## src/rtl/uart_tx.sv

```systemverilog
// UART transmitter: one byte per frame, LSB first, on an idle-high line.
// Optional parity bit, one or two stop bits. Runs on clk with an internal baud divider.
//
// state  | meaning
// IDLE   | line high, tx_ready high, waiting for start_tx
// START  | start bit (low) for one bit period
// DATA   | eight data bits, LSB first
// PARITY | parity bit, only when parity is enabled
// STOP   | stop bit(s) high; done_tx pulses after the last one
module uart_tx #(
    parameter int clk_freq    = 1000000,
    parameter int baud        = 9600,
    parameter int parity_mode = 0,
    parameter int stop_bits   = 1
) (
    input  logic       clk,
    input  logic       rst,
    input  logic       start_tx,
    input  logic [7:0] din_tx,
    output logic       tx_ready,
    output logic       tx,
    output logic       busy_tx,
    output logic       done_tx
);

    localparam int DIV     = clk_freq / baud;
    localparam int CW      = $clog2(DIV);
    localparam bit PAR_ON  = (parity_mode == 1) || (parity_mode == 2);
    localparam bit PAR_ODD = (parity_mode == 1);
    localparam int STOPS   = (stop_bits == 2) ? 2 : 1;

    localparam logic [CW-1:0] CNT_LAST  = CW'(DIV - 1);
    localparam logic [2:0]    STOP_LAST = 3'(STOPS - 1);

    typedef enum logic [2:0] {
        IDLE,
        START,
        DATA,
        PARITY,
        STOP
    } state_t;

    state_t          state, state_nxt;
    logic [CW-1:0]   baud_cnt, baud_cnt_nxt;
    logic [2:0]      bit_cnt, bit_cnt_nxt;
    logic [7:0]      shift, shift_nxt;
    logic            parity_bit, parity_nxt;
    logic            tx_nxt, tx_ready_nxt, busy_nxt, done_nxt;
    logic            tick;

    always_ff @(posedge clk or posedge rst) begin
        if (rst) begin
            state      <= IDLE;
            baud_cnt   <= '0;
            bit_cnt    <= '0;
            shift      <= '0;
            parity_bit <= 1'b0;
            tx         <= 1'b1;
            tx_ready   <= 1'b1;
            busy_tx    <= 1'b0;
            done_tx    <= 1'b0;
        end else begin
            state      <= state_nxt;
            baud_cnt   <= baud_cnt_nxt;
            bit_cnt    <= bit_cnt_nxt;
            shift      <= shift_nxt;
            parity_bit <= parity_nxt;
            tx         <= tx_nxt;
            tx_ready   <= tx_ready_nxt;
            busy_tx    <= busy_nxt;
            done_tx    <= done_nxt;
        end
    end

    // Every output is computed one cycle ahead so tx and the handshake flags come straight from flops.
    always_comb begin
        state_nxt    = state;
        baud_cnt_nxt = baud_cnt;
        bit_cnt_nxt  = bit_cnt;
        shift_nxt    = shift;
        parity_nxt   = parity_bit;
        tx_nxt       = tx;
        tx_ready_nxt = tx_ready;
        busy_nxt     = busy_tx;
        done_nxt     = 1'b0;
        tick         = (baud_cnt == CNT_LAST);

        if (state != IDLE) begin
            baud_cnt_nxt = tick ? '0 : baud_cnt + CW'(1);
        end

        case (state)
            IDLE: begin
                if (start_tx && tx_ready) begin
                    shift_nxt    = din_tx;
                    parity_nxt   = PAR_ODD ? ~^din_tx : ^din_tx;
                    state_nxt    = START;
                    baud_cnt_nxt = '0;
                    bit_cnt_nxt  = '0;
                    tx_nxt       = 1'b0;
                    tx_ready_nxt = 1'b0;
                    busy_nxt     = 1'b1;
                end
            end
            START: begin
                if (tick) begin
                    state_nxt = DATA;
                    tx_nxt    = shift[0];
                end
            end
            DATA: begin
                if (tick) begin
                    shift_nxt = {1'b0, shift[7:1]};
                    if (bit_cnt == 3'd7) begin
                        bit_cnt_nxt = '0;
                        if (PAR_ON) begin
                            state_nxt = PARITY;
                            tx_nxt    = parity_bit;
                        end else begin
                            state_nxt = STOP;
                            tx_nxt    = 1'b1;
                        end
                    end else begin
                        bit_cnt_nxt = bit_cnt + 3'd1;
                        tx_nxt      = shift[1];
                    end
                end
            end
            PARITY: begin
                if (tick) begin
                    state_nxt   = STOP;
                    bit_cnt_nxt = '0;
                    tx_nxt      = 1'b1;
                end
            end
            STOP: begin
                if (tick) begin
                    if (bit_cnt == STOP_LAST) begin
                        state_nxt    = IDLE;
                        bit_cnt_nxt  = '0;
                        done_nxt     = 1'b1;
                        tx_ready_nxt = 1'b1;
                        busy_nxt     = 1'b0;
                    end else begin
                        bit_cnt_nxt = bit_cnt + 3'd1;
                    end
                end
            end
            default: begin
                state_nxt    = IDLE;
                tx_nxt       = 1'b1;
                tx_ready_nxt = 1'b1;
                busy_nxt     = 1'b0;
            end
        endcase
    end

endmodule

```

## config.mk

```make
export PLATFORM = sky130hd
export DESIGN_NAME = uart_tx
export DESIGN_NICKNAME = d
export VERILOG_FILES = /design/src/rtl/uart_tx.sv
export SDC_FILE = /design/constraint.sdc
export NUM_CORES = 1
export LEC_CHECK = 0
export CAP_MARGIN = 20
export CORE_ASPECT_RATIO = 0.7
export CORE_MARGIN = 2
export CORE_UTILIZATION = 55
export DETAILED_ROUTE_END_ITERATION = 12
export PLACE_DENSITY = 0.78
export SLEW_MARGIN = 20
export SYNTH_ARGS = -nofsm -noshare
export SYNTH_HDL_FRONTEND = slang
export SYNTH_SLANG_ARGS = --single-unit
```

## constraint.sdc

```tcl
create_clock -name clk -period 4 [get_ports clk]
set_input_delay 0.6 -clock clk [delete_from_list [all_inputs] [get_ports clk]]
set_output_delay 0.6 -clock clk [all_outputs]
set_load 0.1 [all_outputs]
```

==> results of run 1 <==
[per-layer routing]
metal	vias to the layer above	GRT usage (%)	wire (µm)	part of all wire [%]
li1	530	-	-	-
met1	551	26.5	1340	46
met2	40	35.3	1350	47
met3	0	6.00	195	6.8
met4	0	3.33	0	0
met5	-	0	0	0
[layout make-up]
cell class / instances / share of cell area, %
multi-input combinational: 101 / 45.6
clock buffer: 4 / 2.74
inverter: 8 / 1.83
sequential: 25 / 38.3
tap: 34 / 2.59
timing repair buffer: 15 / 8.99
[sequential cells by signal, summed over array words and instances (netlist names)]
name / cells
busy_tx: 1
shift: 8
tx: 1
state: 3
baud_cnt: 7
tx_ready: 1
done_tx: 1
bit_cnt: 3
[worst max path at each step]
stage	end	slack [ns]	depth (start not counted)
after floorplan	shift[0]	2.14	7
after global placement	tx_ready	1.73	1
after detailed placement	tx_ready	1.72	1
after CTS	tx_ready	1.41	1
after global routing	tx_ready	1.38	1
final	tx_ready	1.42	1
[synthesized netlist by cell type (all sizes together), types with 3 or more instances]
master / count
inv: 8
ha: 4
nand2: 9
nand3: 4
nor2: 8
dfrtp: 23
a21oi: 9
mux2: 16
o21ai: 11
nand2b: 3
nor3b: 4
buf: 5
a31oi: 4
[per-stage QoR]
stage	power, mW	hold slack, ns
6_report	0.419	0.498
5_1_grt	0.436	0.521
4_1_cts	0.424	0.501
3_5_place_dp	0.277	0.482
3_3_place_gp	0.276	0.463
2_1_floorplan	0.265	0.451
[logic make-up after synthesis]
group                      after synthesis  synth area share, %
and+or+nand+nor                         40                 16.1
muxes                                   17                 13.1
adders and majority gates                4                 3.44
DFF                                     25                 43.2
buffers and inverters                   14                 5.34
xor gates and xnor gates                 2                 1.21
AOI/OAI and AO/OA                       38                 17.6
[where the power goes]
part	internal (mW)	switching (mW)
clock network	0.0712	0.0764
registers	0.253	0
logic	0.0113	0.00713
==> metrics, run 1 <==
status completed; Hold EP tx_ready; H-tree depth 1; Primary FF master, synth dfrtp_1; IO buf count 14; CP bufs+invs 1; Area after DPL 0.00160 mm²; critical path's slowest cell clkdlybuf4s50_1; Crit path max-delay family buffers and inverters; RSZ-0062 raised after global routing false; layout cells sized above 1 19.0%; final worst slack 1.42 ns; Final Hold Vio Count 0; Gates resized, CTS repair 0; Final HPWL DP 2070 µm; post-route design area 0.00164 mm²; Max Slew Vio Count 0; crit-path cells clkdlybuf4s50_1; first-pass GRT wire length 4690 µm; Worst Setup Slack post-DPL 1.72 ns; power per standard cell area 255 mW/mm²; 1st-iter DRT viols 71; most common cell after layout, fill and taps aside dfrtp_1; die area 0.00308 mm²; Hold Path Stages 2; Reg area 628 µm²; Post-Route WL 2880 µm; cells on worst reg2reg path 5; drt wl/cell 15.4 µm; CTS clk-pin slew, worst paths 0.09 ns; Critical Path End Type output pin; Post-Synthesis Cells 140; final worst-path cycle share 64.4%; Yosys top cell area share 39.6%; worst min path class reg -> reg; Pleak 0.757 nW; critical path class reg -> out; row count 15; worst hold path startpoint tx_ready; R2R Path Start baud_cnt[0]; CP Launch Type register; antenna violations before repair 0; fill count 210; # clock sinks 25; Vias/cell 5.99; ranking of synthesized cells by area dfrtp_1 40%, mux2_2 12%, dfstp_2 3.6%, ha_1 3.4%, o21ai_0 3.4%; CP startpoint tx_ready; die width 65.5 µm; post-route ant nets 0; Synth async-reset ratio 100%; post-layout util 66.3%; GRT overflow 0; effective utilization at floorplan 58.7%; setup bufs post-CTS 0; fin cells 187; 1st-pass router iterations 4; drc violations 0; CTS buffer count 3; fin crit period 2.58 ns; Mapped Avg Cell Area 10.4 µm²; multi-input logic area 748 µm²; Clock Tree Root clkbuf_8; IO Pins 15; largest net degree at the start of global routing 26; Ys Warns 0; Placed Instances 183; clk_lat worst skew 0.27 ns; gpl congestion 0.872; total track usage 20.4%; Max transition margin 35.7%; EDFF count, synth 0; synthesized area 0.00145 mm²; Worst Path Required 3.40 ns; Core Region 0.00248 mm²; TritonCTS clock tree yes; Post-Syn Nets 155; nets 169; setup TNS 0 ns; worst-margin pin slew 0.962 ns; Inserted Diodes 0; P&R area growth vs syn 12.9%; CP max FO 6; max-cap violations 0; Max stage delay on crit path 1.13 ns; FF-to-FF End shift[2]; Seq/Total Area, Yosys 43.2%; cts hold-fix bufs 0; Worst EP arrival 1.98 ns; worst reg-to-reg setup slack 2.09 ns; synth unique cells 43; Vias 1121; commonest cells after routing, fill and taps aside 23 x dfrtp_1, 16 x mux2_2, 14 x clkdlybuf4s50_1, 10 x o21ai_0; Layout Skew 0.00697 ns; Yosys top cell by area dfrtp_1; Final setup viols 0; peak supply drop 0.224 mV; f_max 388 MHz; die height 47.0 µm; register bit count reported by yosys 25; vias in the first global route 1038; Longest Clk Path Bufs 2
No activity file was read; power rests on OpenSTA's default activity.
==> run 2, diff against run 1 <==
==> constraint.sdc (replaced) <==
create_clock -name clk -period 2.7 [get_ports clk]
set_input_delay 0.405 -clock clk [delete_from_list [all_inputs] [get_ports clk]]
set_output_delay 0.405 -clock clk [all_outputs]
set_load 0.1 [all_outputs]
==> metrics, run 2 (synthesis gave the netlist of run 1 again) <==
largest net degree at the start of global routing 26; final worst slack 0.810 ns; most common cell after layout, fill and taps aside dfrtp_1; CP startpoint baud_cnt[0]; GRT overflow 0; CTS clk-pin slew, worst paths 0.09 ns; Longest Clk Path Bufs 2; Worst EP arrival 2.06 ns; setup TNS 0 ns; row count 15; Final setup viols 0; Inserted Diodes 0; Final Total Pwr 624 µW; # clock sinks 25; effective utilization at floorplan 58.7%; R2R Path Start baud_cnt[0]; RSZ-0062 raised after global routing false; Gates resized, CTS repair 0; worst hold slack 0.474 ns; CP max FO 8; Largest register FFs 8; TritonCTS clock tree yes; vias in the first global route 1045; f_max 529 MHz; Max transition margin 64.0%; power per standard cell area 380 mW/mm²; H-tree depth 1; fin crit period 1.89 ns; CTS buffer count 3; clk_lat worst skew 0.27 ns; CP Launch Type register; Critical Path End Type register; critical path class reg -> reg; Clock Tree Root clkbuf_8; Core Region 0.00248 mm²; Worst Setup Slack post-DPL 0.648 ns; Pleak 0.772 nW; total track usage 20.2%; IO buf count 14; die area 0.00308 mm²; drc violations 0; Vias/cell 5.78; worst min path class in -> async; top flop regs shift: 8 flops, baud_cnt: 7 flops; Vias 1086; die height 47.0 µm; 1st-pass router iterations 6; Biggest register shift; layout cells sized above 1 22.7%; first-pass GRT wire length 4650 µm; Final HPWL DP 2050 µm; commonest cells after routing, fill and taps aside 23 x dfrtp_1, 16 x mux2_2, 10 x o21ai_0, 10 x clkdlybuf4s50_1; Layout Skew 0.00630 ns; cts hold-fix bufs 0; Worst Path Required 2.87 ns; die width 65.5 µm; IO Pins 15; max-cap violations 0; antenna violations before repair 0; status completed; final worst-path cycle share 70.0%; post-layout util 66.2%; gpl congestion 0.872; worst-margin pin slew 0.535 ns; Post-Route WL 2750 µm; peak supply drop 0.242 mV; drt wl/cell 14.6 µm; Final Hold Vio Count 0; nets 170; post-route ant nets 0; P&R area growth vs syn 12.8%; Max Slew Vio Count 0; 1st-iter DRT viols 83; setup bufs post-CTS 0
[run 2: path summary, 6_finish.rpt]
check	slack [ns]	depth (start not counted)	end
max	0.81	5	shift[2]
min	0.47	3	shift[3]
max reg2reg	0.81	5	shift[2]
min reg2reg	0.51	1	shift[7]
max in group asynchronous	1.93	3	tx_ready
min in group clk	0.51	1	shift[7]
[run 2: routing by layer]
metal,GRT usage [%],share of wire (%),up-vias,routed length [µm]
li1,-,-,535,-
met1,26.3,49,531,1340
met2,33.7,46,18,1280
met3,6.00,4.3,2,119
met4,5.83,0.51,0,14
met5,0,0,-,0
[run 2: area by class of cell]
type	count	area (µm²)
inverter	8	30.0
multi-input combinational	101	748
clock buffer	3	41.3
timing repair buffer	16	145
sequential	25	628
tap	34	42.5
clock inverter	1	5.00
fill	222	837
[run 2: report_power, final]
group          internal [mW]  leakage [nW]  switching, mW  total (mW)
clock                  0.103        0.0255          0.117       0.221
combinational         0.0177         0.436         0.0108      0.0285
sequential             0.374         0.311              0       0.374
total                  0.495         0.772          0.128       0.624
[run 2: through the flow]
stage               std cells  instance area [µm²]
floorplan                 140                 1450
global placement          184                 1590
detailed placement        184                 1590
CTS                       188                 1640
global route              188                 1640
finish                    188                 1640
[run 2: worst max-delay path, stage by stage, from the launching register on]
cell     delay [ns]
dfrtp_1        0.41
ha_1           0.27
and3_1         0.27
and2_4         0.20
a22oi_4        0.26
mux2_2         0.37
==> run 3, diff against run 2 <==
--- a/config.mk
+++ b/config.mk
@@ -8,9 +8,9 @@
 export CAP_MARGIN = 20
 export CORE_ASPECT_RATIO = 0.7
 export CORE_MARGIN = 2
-export CORE_UTILIZATION = 55
+export CORE_UTILIZATION = 50
 export DETAILED_ROUTE_END_ITERATION = 12
-export PLACE_DENSITY = 0.78
+export PLACE_DENSITY = 0.74
 export SLEW_MARGIN = 20
 export SYNTH_ARGS = -nofsm -noshare
 export SYNTH_HDL_FRONTEND = slang
==> constraint.sdc (replaced) <==
create_clock -name clk -period 1.65 [get_ports clk]
set_input_delay 0.2475 -clock clk [delete_from_list [all_inputs] [get_ports clk]]
set_output_delay 0.2475 -clock clk [all_outputs]
set_load 0.1 [all_outputs]
==> metrics, run 3 (synthesis gave the netlist of run 1 again) <==
peak supply drop 0.555 mV; Final HPWL DP 2420 µm; commonest cells after routing, fill and taps aside 26 x buf_4, 21 x dfrtp_1, 15 x mux2_2, 10 x o21ai_0, 10 x clkdlybuf4s50_1; vias in the first global route 1187; RSZ-0062 raised after global routing true; final worst slack -0.00187 ns; Longest Clk Path Bufs 2; drt wl/cell 15.7 µm; Flop pwr share 58.5%; Biggest register shift; Core Region 0.00278 mm²; Pleak 0.930 nW; Area after DPL 0.00180 mm²; power per standard cell area 540 mW/mm²; setup TNS -0.00187 ns; 1st-iter DRT viols 78; final worst-path cycle share 100%; status finished, violations left; critical path's slowest cell dfrtp_1; total track usage 23.0%; gpl congestion 0.865; worst min path class in -> async; multi-input logic area 787 µm²; f_max 605 MHz; Max stage delay on crit path 0.41 ns; 1st-pass router iterations 4; Worst Path Required 1.82 ns; clk_lat worst skew 0.28 ns; die area 0.00336 mm²; CP Launch Type register; die height 49.1 µm; largest net degree at the start of global routing 26; CTS clk-pin slew, worst paths 0.09 ns; antenna violations before repair 0; Vias 1207; Crit path max-delay family flip-flops; nets 195; effective utilization at floorplan 52.2%; fin crit period 1.65 ns; H-tree depth 1; failing checks negative setup slack; crit-path cells ha_2 -> and3_4 -> and2_4 -> a22oi_4 -> buf_12 -> mux2_2; CTS buffer count 3; Worst Setup Slack post-DPL -0.133 ns; most common cell after layout, fill and taps aside buf_4; cells on worst reg2reg path 6; Crit path depth 6; Largest register FFs 8; Vias/cell 5.61; die width 68.5 µm; Critical Path End Type register; Reg area 634 µm²; R2R Path Start baud_cnt[1]; CP max FO 8; layout cells sized above 1 39.1%; Final setup viols 1; Inserted Diodes 0; top flop regs shift: 8 flops, baud_cnt: 7 flops; Max transition margin 78.2%; IO buf count 14; post-route ant nets 0; sw frac 22.3%; Final Hold Vio Count 0; first-pass GRT wire length 5640 µm; P_sw 233 µW; worst reg-to-reg setup slack -0.002 ns; critical path class reg -> reg; worst-margin pin slew 0.325 ns; # clock sinks 25; FF-to-FF End shift[6]; CP bufs+invs 1; fill count 206; cts hold-fix bufs 0; Pint 813 µW; Layout Skew 0.00181 ns; GRT overflow 0; Worst EP arrival 1.83 ns; row count 16; Comb pwr share 4.8%; Clock Tree Root clkbuf_8; TritonCTS clock tree yes; Clk pwr share 36.7%; Max Slew Vio Count 0; Post-Route WL 3380 µm; post-layout util 69.6%; post-route design area 0.00194 mm²; Final Total Pwr 1.05 mW; max-cap violations 0; IO Pins 15; drc violations 0; P&R area growth vs syn 33.3%
[run 3: cell types whose count changed in the layout (fill, tap and decap cells not counted), sizes merged]
cell	change
buf	+25
[run 3: worst register-to-register path, delay by kind of cell (launching register included)]
family	cells	cell delay, ns
AOI/OAI and AO/OA	1	0.14
adders and majority gates	1	0.19
buffers and inverters	1	0.14
DFF	1	0.41
muxes	1	0.33
and+or+nand+nor	2	0.33
[run 3: stage by stage]
step / std cells / hold WS [ns]
6_report: 215 / 0.329
5_1_grt: 215 / 0.362
4_1_cts: 212 / 0.330
3_5_place_dp: 206 / 0.470
3_3_place_gp: 206 / 0.469
2_1_floorplan: 140 / 0.273
[run 3: how the worst max path moves through the flow]
stage          slack, ns        start          to
2_1_floorplan      -0.19  baud_cnt[0]    shift[0]
3_3_place_gp       -0.12     start_tx    shift[4]
3_5_place_dp       -0.13     start_tx    shift[1]
4_1_cts            0.007     state[2]  bit_cnt[0]
5_1_grt            -0.05  baud_cnt[1]    shift[6]
6_report          -0.002  baud_cnt[1]    shift[6]
[run 3: power by group through the flow]
| stage | Clock [mW] | Sequential, mW | Combinational [mW] |
|---|---|---|---|
| floorplan | 0 | 0.624 | 0.0175 |
| global route | 0.419 | 0.612 | 0.0557 |
| global placement | 0 | 0.624 | 0.0488 |
| finish | 0.384 | 0.612 | 0.0497 |
| CTS | 0.387 | 0.612 | 0.0508 |
| detailed placement | 0 | 0.624 | 0.0507 |
[run 3: cell type report]
cell class	count	share of cell area [%]
repair buffers	41	20.4
multi-input cells	101	40.6
well taps	36	2.32
clock buffers	3	2.13
inverters	8	1.55
clock inverters	1	0.258
flip-flops and latches	25	32.7
[run 3: metal layers]
metal	wire, µm	GRT usage [%]	part of all wire, %	vias to the layer above
li1	-	-	-	585
met1	1500	30.4	44	583
met2	1670	36.7	49	36
met3	187	6.47	5.5	3
met4	30	6.00	0.89	0
met5	0	0	0	-
[run 3: repair_timing]
item | 4_1_cts | 5_1_grt
gates resized for setup | 3 | 7
setup buffers | 2 | 3
pin swaps | 1 | 0
endpoints found under the setup margin | 8 | 10
